**config.mk**
```make
export PLATFORM = sky130hd
export DESIGN_NAME = ksa_swap_fsm
export DESIGN_NICKNAME = d
export VERILOG_FILES = /design/src/rtl/ksa_swap_fsm.sv
export SDC_FILE = /design/constraint.sdc
export NUM_CORES = 1
export LEC_CHECK = 0
export BUFFER_PORTS_ARGS = -buffer_cell sky130_fd_sc_hd__buf_2
export CORE_ASPECT_RATIO = 0.5
export CORE_UTILIZATION = 53
export CTS_BUF_LIST = sky130_fd_sc_hd__clkbuf_2 sky130_fd_sc_hd__clkbuf_4 sky130_fd_sc_hd__clkbuf_8
export DETAILED_ROUTE_END_ITERATION = 8
export PLACE_DENSITY_LB_ADDON = 0.3
export SYNTH_ARGS = -nofsm -noshare
export SYNTH_HDL_FRONTEND = slang
export SYNTH_SLANG_ARGS = --single-unit
```
**constraint.sdc**
```tcl
create_clock -name clk -period 2.9 [get_ports clk]
set_input_delay 0.725 -clock clk [delete_from_list [all_inputs] [get_ports clk]]
set_output_delay 0.725 -clock clk [all_outputs]
set_load 0.01 [all_outputs]
```
**src/rtl/ksa_swap_fsm.sv**
```systemverilog
// RC4 key-scheduling swap pass: walks i=0..255, accumulates j and swaps S[i]/S[j]
// through the single-port s_memory (one wait state per read).
//
// state   | meaning
// IDLE    | waiting for start; busy low
// RD_SI   | present address=i to memory
// WAIT_SI | read wait; capture S[i] at end of cycle
// CALC_J  | j += S[i] + key byte; present new j as address
// RD_SJ   | present address=j
// WAIT_SJ | read wait; capture S[j] at end of cycle
// WR_SI   | write S[j] to address i
// WR_SJ   | write S[i] to address j
// NEXT    | advance key index; next i or finish
// DONE    | one-cycle done pulse, then back to IDLE
module ksa_swap_fsm #(
  parameter int KEY_W     = 24,
  parameter int N_ENTRIES = 256
) (
  input  logic             clk,
  input  logic             reset,
  input  logic             start,
  input  logic [KEY_W-1:0] secret_key,
  input  logic [7:0]       q,
  output logic [7:0]       address,
  output logic [7:0]       data,
  output logic             wren,
  output logic             busy,
  output logic             done
);

  localparam logic [7:0] I_LAST = 8'(N_ENTRIES - 1);

  typedef enum logic [3:0] {
    IDLE, RD_SI, WAIT_SI, CALC_J, RD_SJ, WAIT_SJ, WR_SI, WR_SJ, NEXT, DONE
  } state_t;

  state_t           state;
  logic [7:0]       i;
  logic [7:0]       j;
  logic [1:0]       kidx;
  logic [7:0]       si;
  logic [7:0]       sj;
  logic [KEY_W-1:0] key_r;
  logic [7:0]       key_byte;
  logic [7:0]       j_calc;

  always_comb begin
    key_byte = key_r[7:0];
    case (kidx)
      2'd0:    key_byte = key_r[KEY_W-1 -: 8];
      2'd1:    key_byte = key_r[KEY_W-9 -: 8];
      default: key_byte = key_r[7:0];
    endcase
    j_calc = j + si + key_byte;
  end

  // outputs are set on the edge entering the state that owns them
  always_ff @(posedge clk) begin
    if (reset) begin
      state   <= IDLE;
      i       <= '0;
      j       <= '0;
      kidx    <= '0;
      si      <= '0;
      sj      <= '0;
      key_r   <= '0;
      address <= '0;
      data    <= '0;
      wren    <= 1'b0;
      busy    <= 1'b0;
      done    <= 1'b0;
    end else begin
      wren <= 1'b0;
      done <= 1'b0;
      case (state)
        IDLE: begin
          if (start) begin
            key_r   <= secret_key;
            i       <= '0;
            j       <= '0;
            kidx    <= '0;
            busy    <= 1'b1;
            address <= '0;
            state   <= RD_SI;
          end
        end
        RD_SI: begin
          address <= i;
          state   <= WAIT_SI;
        end
        WAIT_SI: begin
          si    <= q;
          state <= CALC_J;
        end
        CALC_J: begin
          j       <= j_calc;
          address <= j_calc;
          state   <= RD_SJ;
        end
        RD_SJ: begin
          address <= j;
          state   <= WAIT_SJ;
        end
        WAIT_SJ: begin
          sj      <= q;
          address <= i;
          data    <= q;
          wren    <= 1'b1;
          state   <= WR_SI;
        end
        WR_SI: begin
          address <= j;
          data    <= si;
          wren    <= 1'b1;
          state   <= WR_SJ;
        end
        WR_SJ: begin
          state <= NEXT;
        end
        NEXT: begin
          kidx <= (kidx == 2'd2) ? 2'd0 : kidx + 2'd1;
          if (i == I_LAST) begin
            done  <= 1'b1;
            state <= DONE;
          end else begin
            i       <= i + 8'd1;
            address <= i + 8'd1;
            state   <= RD_SI;
          end
        end
        DONE: begin
          busy  <= 1'b0;
          state <= IDLE;
        end
        default: begin
          busy  <= 1'b0;
          state <= IDLE;
        end
      endcase
    end
  end

endmodule

```
Word level (Yosys, flattened, before mapping)
Cells that the tools add are included.
- flip-flop bits (word level): 73
- input port bits: 35
- output and inout port bits: 19
- word-level logic and storage cells: 64
- add/sub/neg operators: 4
- equality and inequality tests: 13
- multiplexer cells: 17
- bitwise logic cells: 2
- reductions and logical operators: 17
- operators with widths (cell ; number):
    $pmux 8 s2 ; 4
    $pmux 8 s5 ; 1
    $pmux 4 s9 ; 1
    $add 8x8->8 ; 2
    $eq 4x3->1 const B ; 4
    $mux 8 ; 2
    $add 8x1->8 const B ; 1
    $eq 4x2->1 const B ; 2
    $eq 8x8->1 const B ; 1
    $mux 4 ; 2
    $reduce_and 2->1 ; 4
    $reduce_or 2->1 ; 4
    $reduce_or 8->1 ; 1
    $reduce_and 3->1 ; 2
    $reduce_bool 2->1 ; 3
    $reduce_bool 5->1 ; 1
    $eq 4x1->1 const B ; 1
    $eq 4x4->1 const B ; 1
    $logic_not 4->1 ; 1
    $mux 2 ; 2
    $ne 2x2->1 const B ; 2
    $pmux 2 s2 ; 1
    $mux 1 ; 3
    $add 2x1->2 const B ; 1
    other kinds (5) ; 6

Depth between registers and ports, before layout
Gate-level depths: netlist of the first run.
- depth after elaboration: 4
- mapped depth: 15
- gate-level depth less buffers: 14

Least setup slack after synthesis of the first run
OpenSTA, ideal clock, no wires.
- path type: register to register
- start point: register kidx[0]
- end point: register address[7]
- setup time: 0.091 ns
- arrival: 3.030 ns
- required time: 2.809 ns
- slack: -0.221 ns
- stages on the path, launching flop included: 16
- path buffers: 1
- clock period less this slack: 3.121 ns
- cell sequence: dfxtp_1 > clkbuf_1 > mux2i_1 > nor2_1 > a21oi_1 > fa_1 > inv_1 > ha_1 > inv_1 > fa_1 > nor2b_1 > nor3_1 > o21ai_0 > xnor2_1 > nand2_1 > a311oi_1
- longest elaborated chain between the ends: 4
- elaborated cells between the ends (all ways): 5
- those cells by class: add/sub (1); eq/ne (1); mux (2); reduce/logical (1)
- ends and longest elaborated chain (what ; RTL line ; RTL):
    from (decl) ; 40 ; logic [1:0] kidx;
    from (signal assigned) ; 121 ; kidx <= (kidx == 2'd2) ? 2'd0 : kidx + 2'd1;
    $eq 2x1->1 or $logic_not 2->1 (tied branches) ; 49 ; case (kidx)
    $pmux 8 s2 (*) ; 49 ;
    $add 8x8->8 (*) ; 54 ; j_calc = j + si + key_byte;
    $pmux 8 s5 (*) ; 75 ; case (state)
    to (signal assigned) ; 88 ; address <= i;
    to (signal assigned) ; 97 ; address <= j_calc;
    to (signal assigned) ; 101 ; address <= j;
    to (decl) ; 24 ; output logic [7:0] address,
Mark *: on every way between the ends. The rest lies on a longest branch, timed or not.
A chain may end at the register's enable or synchronous reset.

Worst setup path in the final report of the first run
- start point: register kidx[0]
- end point: register address[5]
The elaborated chain is that of the path after synthesis.

==> run summary, run 1 <==
run status - complete, no violations
Die Ht - 61.2 um
CTS tree - yes
WP data required - 3210 ps
Max VDD drop - 342 uV
worst setup path category - reg2reg
Critical-path top delay cell - fa_1
Net Sw Frac - 35.9%
DIE WIDTH - 120 um
per-cell routed wire length - 14.3 um
Pwr Density - 720 nW/um2
Post-CTS Setup Bufs - 0
# clock sinks - 73
max-slew violation count - 0
TritonCTS buffer count - 9
GPL Wtd Cong - 0.881
total grt overflow - 0
Worst setup EP type - flop
Synth Area per Inst - 7.92 um2
post-synth top area share - 39.4%
sequential area share after synthesis - 39.4%
Tot Pwr - 3.09 mW
die area - 7360 um2
cell count after synthesis - 468
vias in the first global route - 2913
top post-synthesis cells by area - dfxtp_1 (39%), nand2_1 (9.2%), a21oi_1 (8.9%)
internal power - 1.98 mW
CP Cell Sequence - buf_4, mux2i_1, nor2_1, a21oi_1, fa_1, inv_1, ha_1, nor2b_2, o21a_1, o21a_1, nor3_1, o211ai_1, nand2_1
Hold Startpoint - key_r[16]
Netlist Area Pre-Place - 3710 um2
Vias - 3367
drt drc - 0
r2r startpoint - kidx[0]
Final Cycle Share - 93.0%
most frequent CP cell - o21a_1
Syn. warnings - 0
port bufs - 53
clk slew on worst S/H paths - 70 ps
latest clock arrival within the worst-skew pair - 360 ps
R2R setup slack - 200 ps
CP Data Arrival Time - 3000 ps
crit path time final - 2700 ps
DR iter-0 viols - 296
largest fanout on the critical path - 6
total track usage - 25.5%
Synth async-reset ratio - 0%
Netlist cell types - 47
num rows - 21
Detailed Route WL - 8780 um
clk buf depth - 2
clk_skew - 8.60 ps
Post-synth EDFFs - 0
CTS Root Cell - clkbuf_8
I/O Pins - 54
Layout area overhead - 15.6%
worst hold endpoint - key_r[16]
CP startpoint kind - flop
initial core utilization - 55.1%
Crit path buffers/inverters - 2
hold-critical path depth - 2
cell family with most CP delay - adder cells
FF-to-FF path depth - 13
CORE AREA - 6730 um2
Initial DRT Pass Iterations - 6
antenna-violating nets left - 0
CTS H-Tree Depth - 3
largest net degree at the start of global routing - 29
share of cells above drive strength 1 - 18.2%
DP Wirelength - 6340 um
RSZ-0062 raised after global routing - true
Yosys reg bits - 73
Critical R2R Capture - address[5]
Gate power share - 31.2%
worst slew pin tran - 1020 ps
Leak - 1.72 nW
Via density - 5.48
syn_nets - 518
final setup fails - 0
layout net count - 567
Psw - 1.11 mW
slowest cell delay on critical path - 420 ps
# diodes - 0
Fmax - 0.371 GHz
# hold bufs at CTS - 0
first-pass GRT wire length - 14300 um
final core occ - 63.7%
most common cell in the synthesized netlist - nand2_1
initial antenna violation count - 0
hold_ws - 455 ps
Worst Hold Class - reg2reg
top cells by count, synth - nand2_1 (91), dfxtp_1 (73), a21oi_1 (66)
cell taking the most area after synthesis - dfxtp_1
sequential power share - 40.9%
Primary FF master, synth - dfxtp_1
Slew HR - 31.8%
MaxCap Viol Count - 0
clock network power share - 27.9%
Final Hold Vio Count - 0
flip-flops by register name, indices dropped and copies added (netlist names):
name     cells
address      8
busy         1
data         8
done         1
i            8
j            8
key_r       24
kidx         2
si           8
state        4
wren         1
layout by cell type, fill, tap and decap left out, drive strengths merged, types with 2 or more instances in the layout:
cell    instances
and3            5
buf            66
xnor2           9
nor2           51
clkbuf         14
o22ai           4
o21bai          2
nor3           12
xor2            2
nand3b          2
nand2          91
and2            2
o21a            5
a31oi           7
mux2i          17
a21o            2
dfxtp          73
nand4           3
nor2b           5
inv            17
o21ai          18
nand3           9
o211ai          3
a21oi          66
fa              8
ha              7
a22oi           8
how the worst max path moves through the flow:
stage                      end  cells past startpoint  slack, ps  startpoint
finish              address[5]                     13        200     kidx[0]
global route        address[7]                     14        -20     kidx[0]
CTS                 address[7]                     14          5     kidx[0]
detailed placement  address[7]                     14         30     kidx[0]
global placement    address[7]                     12        140     kidx[0]
floorplan           address[7]                     15          6     kidx[0]
layout make-up:
class / count / area (um2)
multi-input cells: 350 / 2070
repair buffers: 66 / 363
inverters: 17 / 63.8
well taps: 92 / 115
clock inverters: 2 / 35.0
clock buffers: 14 / 180
flip-flops and latches: 73 / 1460
fillers: 624 / 2440
what timing repair did:
action                                  4_1_cts  5_1_grt
hold endpoints to repair                      0        0
endpoints found under the setup margin        0        4
resized for setup                             0        7
power groups by stage:
stage                     clock (mW)  combinational, mW  sequential, mW
final                          0.861              0.965            1.26
after global routing           0.922               1.09            1.29
after CTS                      0.875              0.956            1.26
after detailed placement           0              0.948            1.28
after global placement             0              0.928            1.28
after floorplan                    0              0.728            1.23
stage by stage:
stage / area, um2 / instances / worst slack [ps] / setup TNS (ps)
after floorplan: 3710 / 468 / 5.53 / 0
after global placement: 4060 / 598 / 140 / 0
after detailed placement: 4060 / 598 / 32.4 / 0
after CTS: 4280 / 614 / 5.25 / 0
after global routing: 4290 / 614 / -15.7 / -15.7
final: 4290 / 614 / 203 / 0
worst register-to-register path: stages (launching register included):
cell and delay (ps):
dfxtp_2 350, buf_4 170, mux2i_1 200, nor2_1 60, a21oi_1 150, fa_1 420, inv_1 70, ha_1 270
nor2b_2 180, o21a_1 180, o21a_1 170, nor3_1 220, o211ai_1 140, nand2_1 80
cell families after synthesis:
logic type	Yosys count	synth area share [%]
and+or+nand+nor	185	22.3
AOI/OAI and AO/OA	122	19.3
DFF	73	39.4
buffers and inverters	45	5.06
muxes	17	4.59
adders and majority gates	15	6.68
xor gates and xnor gates	11	2.60
routing by layer:
layer / global-route usage [%] / part of all wire [%] / vias to the layer above / wire length [um]
li1: - / - / 1703 / -
met1: 35.8 / 50 / 1537 / 4390
met2: 38.1 / 41 / 113 / 3630
met3: 6.94 / 7.0 / 14 / 616
met4: 9.17 / 1.7 / 0 / 146
met5: 0 / 0 / - / 0
(Power assumes the default switching activity.)
==> inputs of run 2 (changes only) <==
--- a/config.mk
+++ b/config.mk
@@ -11,6 +11,7 @@
 export CTS_BUF_LIST = sky130_fd_sc_hd__clkbuf_2 sky130_fd_sc_hd__clkbuf_4 sky130_fd_sc_hd__clkbuf_8
 export DETAILED_ROUTE_END_ITERATION = 8
 export PLACE_DENSITY_LB_ADDON = 0.3
+export RECOVER_POWER = 50
 export SYNTH_ARGS = -nofsm -noshare
 export SYNTH_HDL_FRONTEND = slang
 export SYNTH_SLANG_ARGS = --single-unit
==> run 2 against run 1 <==
First-iteration DRC count down 17%. Global-route usage unchanged. Critical endpoint unchanged. Via count is 0.56% higher. Flip-flop and latch count is the same. Combinational power decreased by 1%. Worst hold slack about the same. Design area shrank 1.2%. Sequential share of layout area grew 0.40 points. Final cell count unchanged. Highest routed layer unchanged. Register-to-register slack barely moved.
==> run summary, run 2 (synthesis results as in run 1) <==
antenna-violating nets left - 0 (unchanged)
worst setup path category - reg2reg
dpl cells - 598 (unchanged)
max-slew violation count - 0 (unchanged)
largest fanout on the critical path - 6 (unchanged)
sequential cell area - 1460 um2 (unchanged)
TritonCTS buffer count - 9 (unchanged)
final setup fails - 0 (unchanged)
final non-filler cell total - 614 (unchanged)
port bufs - 53 (unchanged)
# hold bufs at CTS - 0 (unchanged)
Layout area overhead - 14.3%
Slew HR - 20.1% (-12 points)
CP Data Arrival Time - 3020 ps (+20 ps)
final core occ - 63.0% (-0.74 points)
most common cell after layout, fill and taps aside - nand2_1
total grt overflow - 0 (unchanged)
GPL Wtd Cong - 0.881 (unchanged)
Initial DRT Pass Iterations - 5 (-1)
clk slew on worst S/H paths - 70 ps (about the same)
max reg flops - 24 (unchanged)
I/O Pins - 54 (unchanged)
Worst Hold Class - reg2reg
Pwr Density - 726 nW/um2 (+0.83%)
CTS tree - yes
run status - complete, no violations
Via density - 5.51 (+0.56%)
Final Cycle Share - 93.4% (+0.42 points)
area of the multi-input gates - 2050 um2 (-0.73%)
crit path time final - 2710 ps (+12.2 ps)
drt drc - 0 (unchanged)
Detailed Route WL - 8750 um (-0.28%)
DP Wirelength - 6340 um (unchanged)
first-pass GRT wire length - 14300 um (unchanged)
num rows - 21 (unchanged)
total track usage - 25.5% (unchanged)
Die Ht - 61.2 um (unchanged)
initial core utilization - 55.1% (unchanged)
CTS H-Tree Depth - 3 (unchanged)
worst slack at placement - 32.4 ps (unchanged)
die area - 7360 um2 (unchanged)
worst slew pin tran - 1200 ps (+176 ps)
DIE WIDTH - 120 um (unchanged)
WP data required - 3210 ps (about the same)
clk_skew - 9.04 ps (+0.442 ps)
Fmax - 0.369 GHz (-0.45%)
CTS Root Cell - clkbuf_8
layout net count - 567 (unchanged)
Largest Register - key_r
# clock sinks - 73 (unchanged)
final worst slack - 191 ps (-12.2 ps)
Worst setup EP type - flop
MaxCap Viol Count - 0 (unchanged)
RSZ-0062 raised after global routing - true
Final Hold Vio Count - 0 (unchanged)
share of cells above drive strength 1 - 13.6% (-4.6 points)
number of fill cells - 646 (+3.5%)
DR iter-0 viols - 247 (-17%)
latest clock arrival within the worst-skew pair - 360 ps (about the same)
Leak - 1.60 nW (-6.5%)
vias in the first global route - 2913 (unchanged)
CP startpoint kind - flop
largest net degree at the start of global routing - 29 (unchanged)
per-cell routed wire length - 14.3 um (-0.28%)
hold_ws - 455 ps (-0.0400 ps)
Vias - 3386 (+0.56%)
commonest cells after routing, fill and taps aside - nand2_1 (91), dfxtp_1 (71), a21oi_1 (66)
clk buf depth - 2 (unchanged)
CORE AREA - 6730 um2 (unchanged)
Post-CTS Setup Bufs - 0 (unchanged)
Max VDD drop - 343 uV (+0.24%)
Tot Pwr - 3.08 mW (-0.35%)
initial antenna violation count - 0 (unchanged)
# diodes - 0 (unchanged)
[run 2: changes by cell type in the layout (fill, tap and decap cells not counted), sizes merged]
cell | previous run | this run
clkbuf | 14 | 36
buf | 66 | 44
[run 2: area by class of cell]
cell class / count / share of cell area, %
Clock inverter: 2 / 0.827
Clock buffer: 14 / 4.25
Sequential cell: 73 / 34.5
Multi-Input combinational cell: 350 / 48.4
Inverter: 17 / 1.51
Tap cell: 92 / 2.72
Timing Repair Buffer: 66 / 7.74
[run 2: what timing repair did]
| action | in CTS | in global routing |
|---|---|---|
| resized for setup | 0 | 7 |
| setup endpoints to repair | 0 | 4 |
| hold endpoints to repair | 0 | 0 |
[run 2: power by group]
group / switching [mW] / internal, mW / leakage (nW)
logic: 0.602 / 0.351 / 0.897
clock network: 0.375 / 0.486 / 0.114
registers: 0.129 / 1.13 / 0.594
[run 2: metal layers]
metal	wire length [um]	GRT usage, %	vias to the layer above
met5	0	0	-
met4	162	9.17	0
met3	522	6.94	18
met2	3640	38.1	95
met1	4430	35.8	1569
li1	-	-	1704
[run 2: final timing paths]
check / startpoint / endpoint / slack, ps / cells after the start
hold reg to reg: key_r[16] / key_r[16] / 450 / 2
setup / recovery: kidx[0] / address[5] / 190 / 13
hold / removal: key_r[16] / key_r[16] / 450 / 2
setup reg to reg: kidx[0] / address[5] / 190 / 13
[run 2: metrics by stage]
| step | instance area, um2 | setup TNS [ps] |
|---|---|---|
| 2_1_floorplan | 3710 | 0 |
| 3_3_place_gp | 4060 | 0 |
| 3_5_place_dp | 4060 | 0 |
| 4_1_cts | 4280 | 0 |
| 5_1_grt | 4240 | -15.7 |
| 6_report | 4240 | 0 |
[run 2: worst max-delay path: stages, from the launching register on]
cell and delay [ps]:
dfxtp_2 350, buf_4 170, mux2i_1 200, nor2_1 60
a21oi_1 150, fa_1 430, inv_1 60, ha_1 270
nor2b_2 180, o21a_1 180, o21a_1 160, nor3_1 230
o211ai_1 140, nand2_1 70
==> inputs of run 3 (changes only) <==
==> constraint.sdc (replaced) <==
create_clock -name clk -period 2.9 [get_ports clk]
set_input_delay 0.435 -clock clk [delete_from_list [all_inputs] [get_ports clk]]
set_output_delay 0.435 -clock clk [all_outputs]
set_load 0.01 [all_outputs]
==> run 3 against run 2 <==
Worst hold slack got worse by 160 ps. Sequential power barely moved. Global-route usage barely moved. Clock skew fell by 3.4 ps. Flip-flop and latch count did not move. Worst setup slack got worse by 50 ps. Fmax fell by 1.8%. Count of clock-buffer cells in the layout fell by 4. Routed wire length rose by 0.77%. Via count fell by 0.89%. Die area did not move.
==> run summary, run 3 (synthesis results as in run 1) <==
clk buf depth - 2 (unchanged)
most frequent CP cell - o21a_1
# diodes - 0 (unchanged)
DIE WIDTH - 120 um (unchanged)
Crit path buffers/inverters - 3 (+1)
r2r startpoint - kidx[0]
TritonCTS buffer count - 9 (unchanged)
commonest cells after routing, fill and taps aside - nand2_1 (91), dfxtp_1 (72), a21oi_1 (64)
CP Data Arrival Time - 3070 ps (+50 ps)
Slew HR - 32.3% (+12 points)
GPL Wtd Cong - 0.898 (+2.0%)
CP startpoint kind - flop
run status - complete, no violations
CP Cell Sequence - buf_6, buf_4, mux2i_1, nor2_1, a21oi_2, fa_1, inv_1, ha_1, nor2b_2, o21a_1, o21a_1, nor3_1, o211ai_1, nand2_1
Critical-path top delay cell - fa_1
Final Cycle Share - 95.1% (+1.7 points)
final core occ - 62.9% (-0.15 points)
share of cells above drive strength 1 - 13.6% (+0.026 points)
total grt overflow - 0 (unchanged)
total track usage - 25.5% (about the same)
CTS tree - yes
CTS H-Tree Depth - 3 (unchanged)
max-slew violation count - 0 (unchanged)
Fmax - 0.362 GHz (-1.8%)
Leak - 1.58 nW (-1.3%)
Worst Hold Class - in2reg
clk slew on worst S/H paths - 70 ps (about the same)
first-pass GRT wire length - 14000 um (-1.5%)
hold-critical path depth - 3 (+1)
Via density - 5.47 (-0.72%)
vias in the first global route - 2866 (-1.6%)
# clock sinks - 73 (unchanged)
CORE AREA - 6730 um2 (unchanged)
fin area - 4230 um2 (-0.24%)
clk_skew - 5.68 ps (-3.36 ps)
die area - 7360 um2 (unchanged)
Detailed Route WL - 8820 um (+0.77%)
final setup fails - 0 (unchanged)
Final Hold Vio Count - 0 (unchanged)
Worst setup EP type - flop
Largest Register - key_r
dpl cell area - 4060 um2 (-0.18%)
worst slew pin tran - 1020 ps (-182 ps)
Max VDD drop - 355 uV (+3.7%)
worst setup path category - reg2reg
drt drc - 0 (unchanged)
MaxCap Viol Count - 0 (unchanged)
CTS Root Cell - clkbuf_8
Vias - 3356 (-0.89%)
port bufs - 53 (unchanged)
Pwr Density - 713 nW/um2 (-1.8%)
Critical R2R Capture - address[5]
FF-to-FF path depth - 14 (+1)
Layout area overhead - 14.0%
antenna-violating nets left - 0 (unchanged)
worst hold endpoint - key_r[11]
num rows - 21 (unchanged)
DP Wirelength - 6340 um (about the same)
initial antenna violation count - 0 (unchanged)
cts repair resizes - 0 (unchanged)
Post-CTS Setup Bufs - 0 (unchanged)
DR iter-0 viols - 251 (+1.6%)
cell family with most CP delay - adder cells
most common cell after layout, fill and taps aside - nand2_1
Initial DRT Pass Iterations - 5 (unchanged)
largest fanout on the critical path - 7 (+1)
Hold Startpoint - secret_key[11]
Die Ht - 61.2 um (unchanged)
max reg flops - 24 (unchanged)
R2R setup slack - 140 ps (-50 ps)
largest net degree at the start of global routing - 41 (+41%)
per-cell routed wire length - 14.4 um (+0.93%)
slowest cell delay on critical path - 470 ps (+40 ps)
# hold bufs at CTS - 0 (unchanged)
initial core utilization - 55.1% (unchanged)
I/O Pins - 54 (unchanged)
crit path time final - 2760 ps (+50.3 ps)
WP data required - 3210 ps (about the same)
layout net count - 566 (-0.18%)
latest clock arrival within the worst-skew pair - 370 ps (about the same)
-- run 3: cell count changes in the layout (fill, tap and decap cells not counted), moves of 2 or more --
cell / before / now
a21oi_1: 66 / 64
clkbuf_8: 12 / 10
buf_4: 10 / 7
clkbuf_4: 2 / 0
clkinv_2: 1 / 4
a21oi_2: 0 / 2
-- run 3: worst max path at each step --
stage	startpoint	to	slack, ps	cells after the start
global route	kidx[0]	j[6]	-40	14
CTS	kidx[0]	j[6]	50	14
detailed placement	kidx[0]	address[7]	80	14
finish	kidx[0]	address[5]	140	14
floorplan	kidx[0]	address[7]	6	15
global placement	kidx[0]	address[7]	140	14
-- run 3: cell type report --
cell class / instances / area, um2
well taps: 92 / 115
inverters: 17 / 63.8
multi-input cells: 350 / 2070
repair buffers: 65 / 320
clock inverters: 6 / 57.6
fillers: 653 / 2500
flip-flops and latches: 73 / 1460
clock buffers: 10 / 138
-- run 3: layer usage --
layer / share of wire (%) / GRT usage, % / up-vias
met5: 0 / 0 / -
met4: 2.0 / 10.8 / 0
met3: 6.3 / 7.13 / 16
met2: 42 / 38.0 / 95
met1: 50 / 35.3 / 1545
li1: - / - / 1700
-- run 3: worst reg2reg max path, cell delays in order (launching register included) --
cell and delay, ps:
dfxtp_2 330, buf_6 130, buf_4 150, mux2i_1 120, nor2_1 130, a21oi_2 60, fa_1 470, inv_1 40
ha_1 350, nor2b_2 180, o21a_1 180, o21a_1 170, nor3_1 210, o211ai_1 130, nand2_1 70
-- run 3: per-stage QoR --
step	hold WS, ps	power, mW	setup WS (ps)	setup TNS (ps)	cells
2_1_floorplan	436	1.96	5.53	0	468
3_3_place_gp	444	2.21	140	0	597
3_5_place_dp	449	2.23	81.3	0	597
4_1_cts	293	3.03	47.2	0	613
5_1_grt	295	3.21	-41.0	-75.8	613
6_report	299	3.02	141	0	613
-- run 3: power breakdown --
part           internal [mW]  leakage [nW]  switching (mW)
Clock                  0.414         0.102           0.387
Combinational          0.343         0.889           0.600
Sequential              1.13         0.593           0.139
Total                   1.89          1.58            1.13
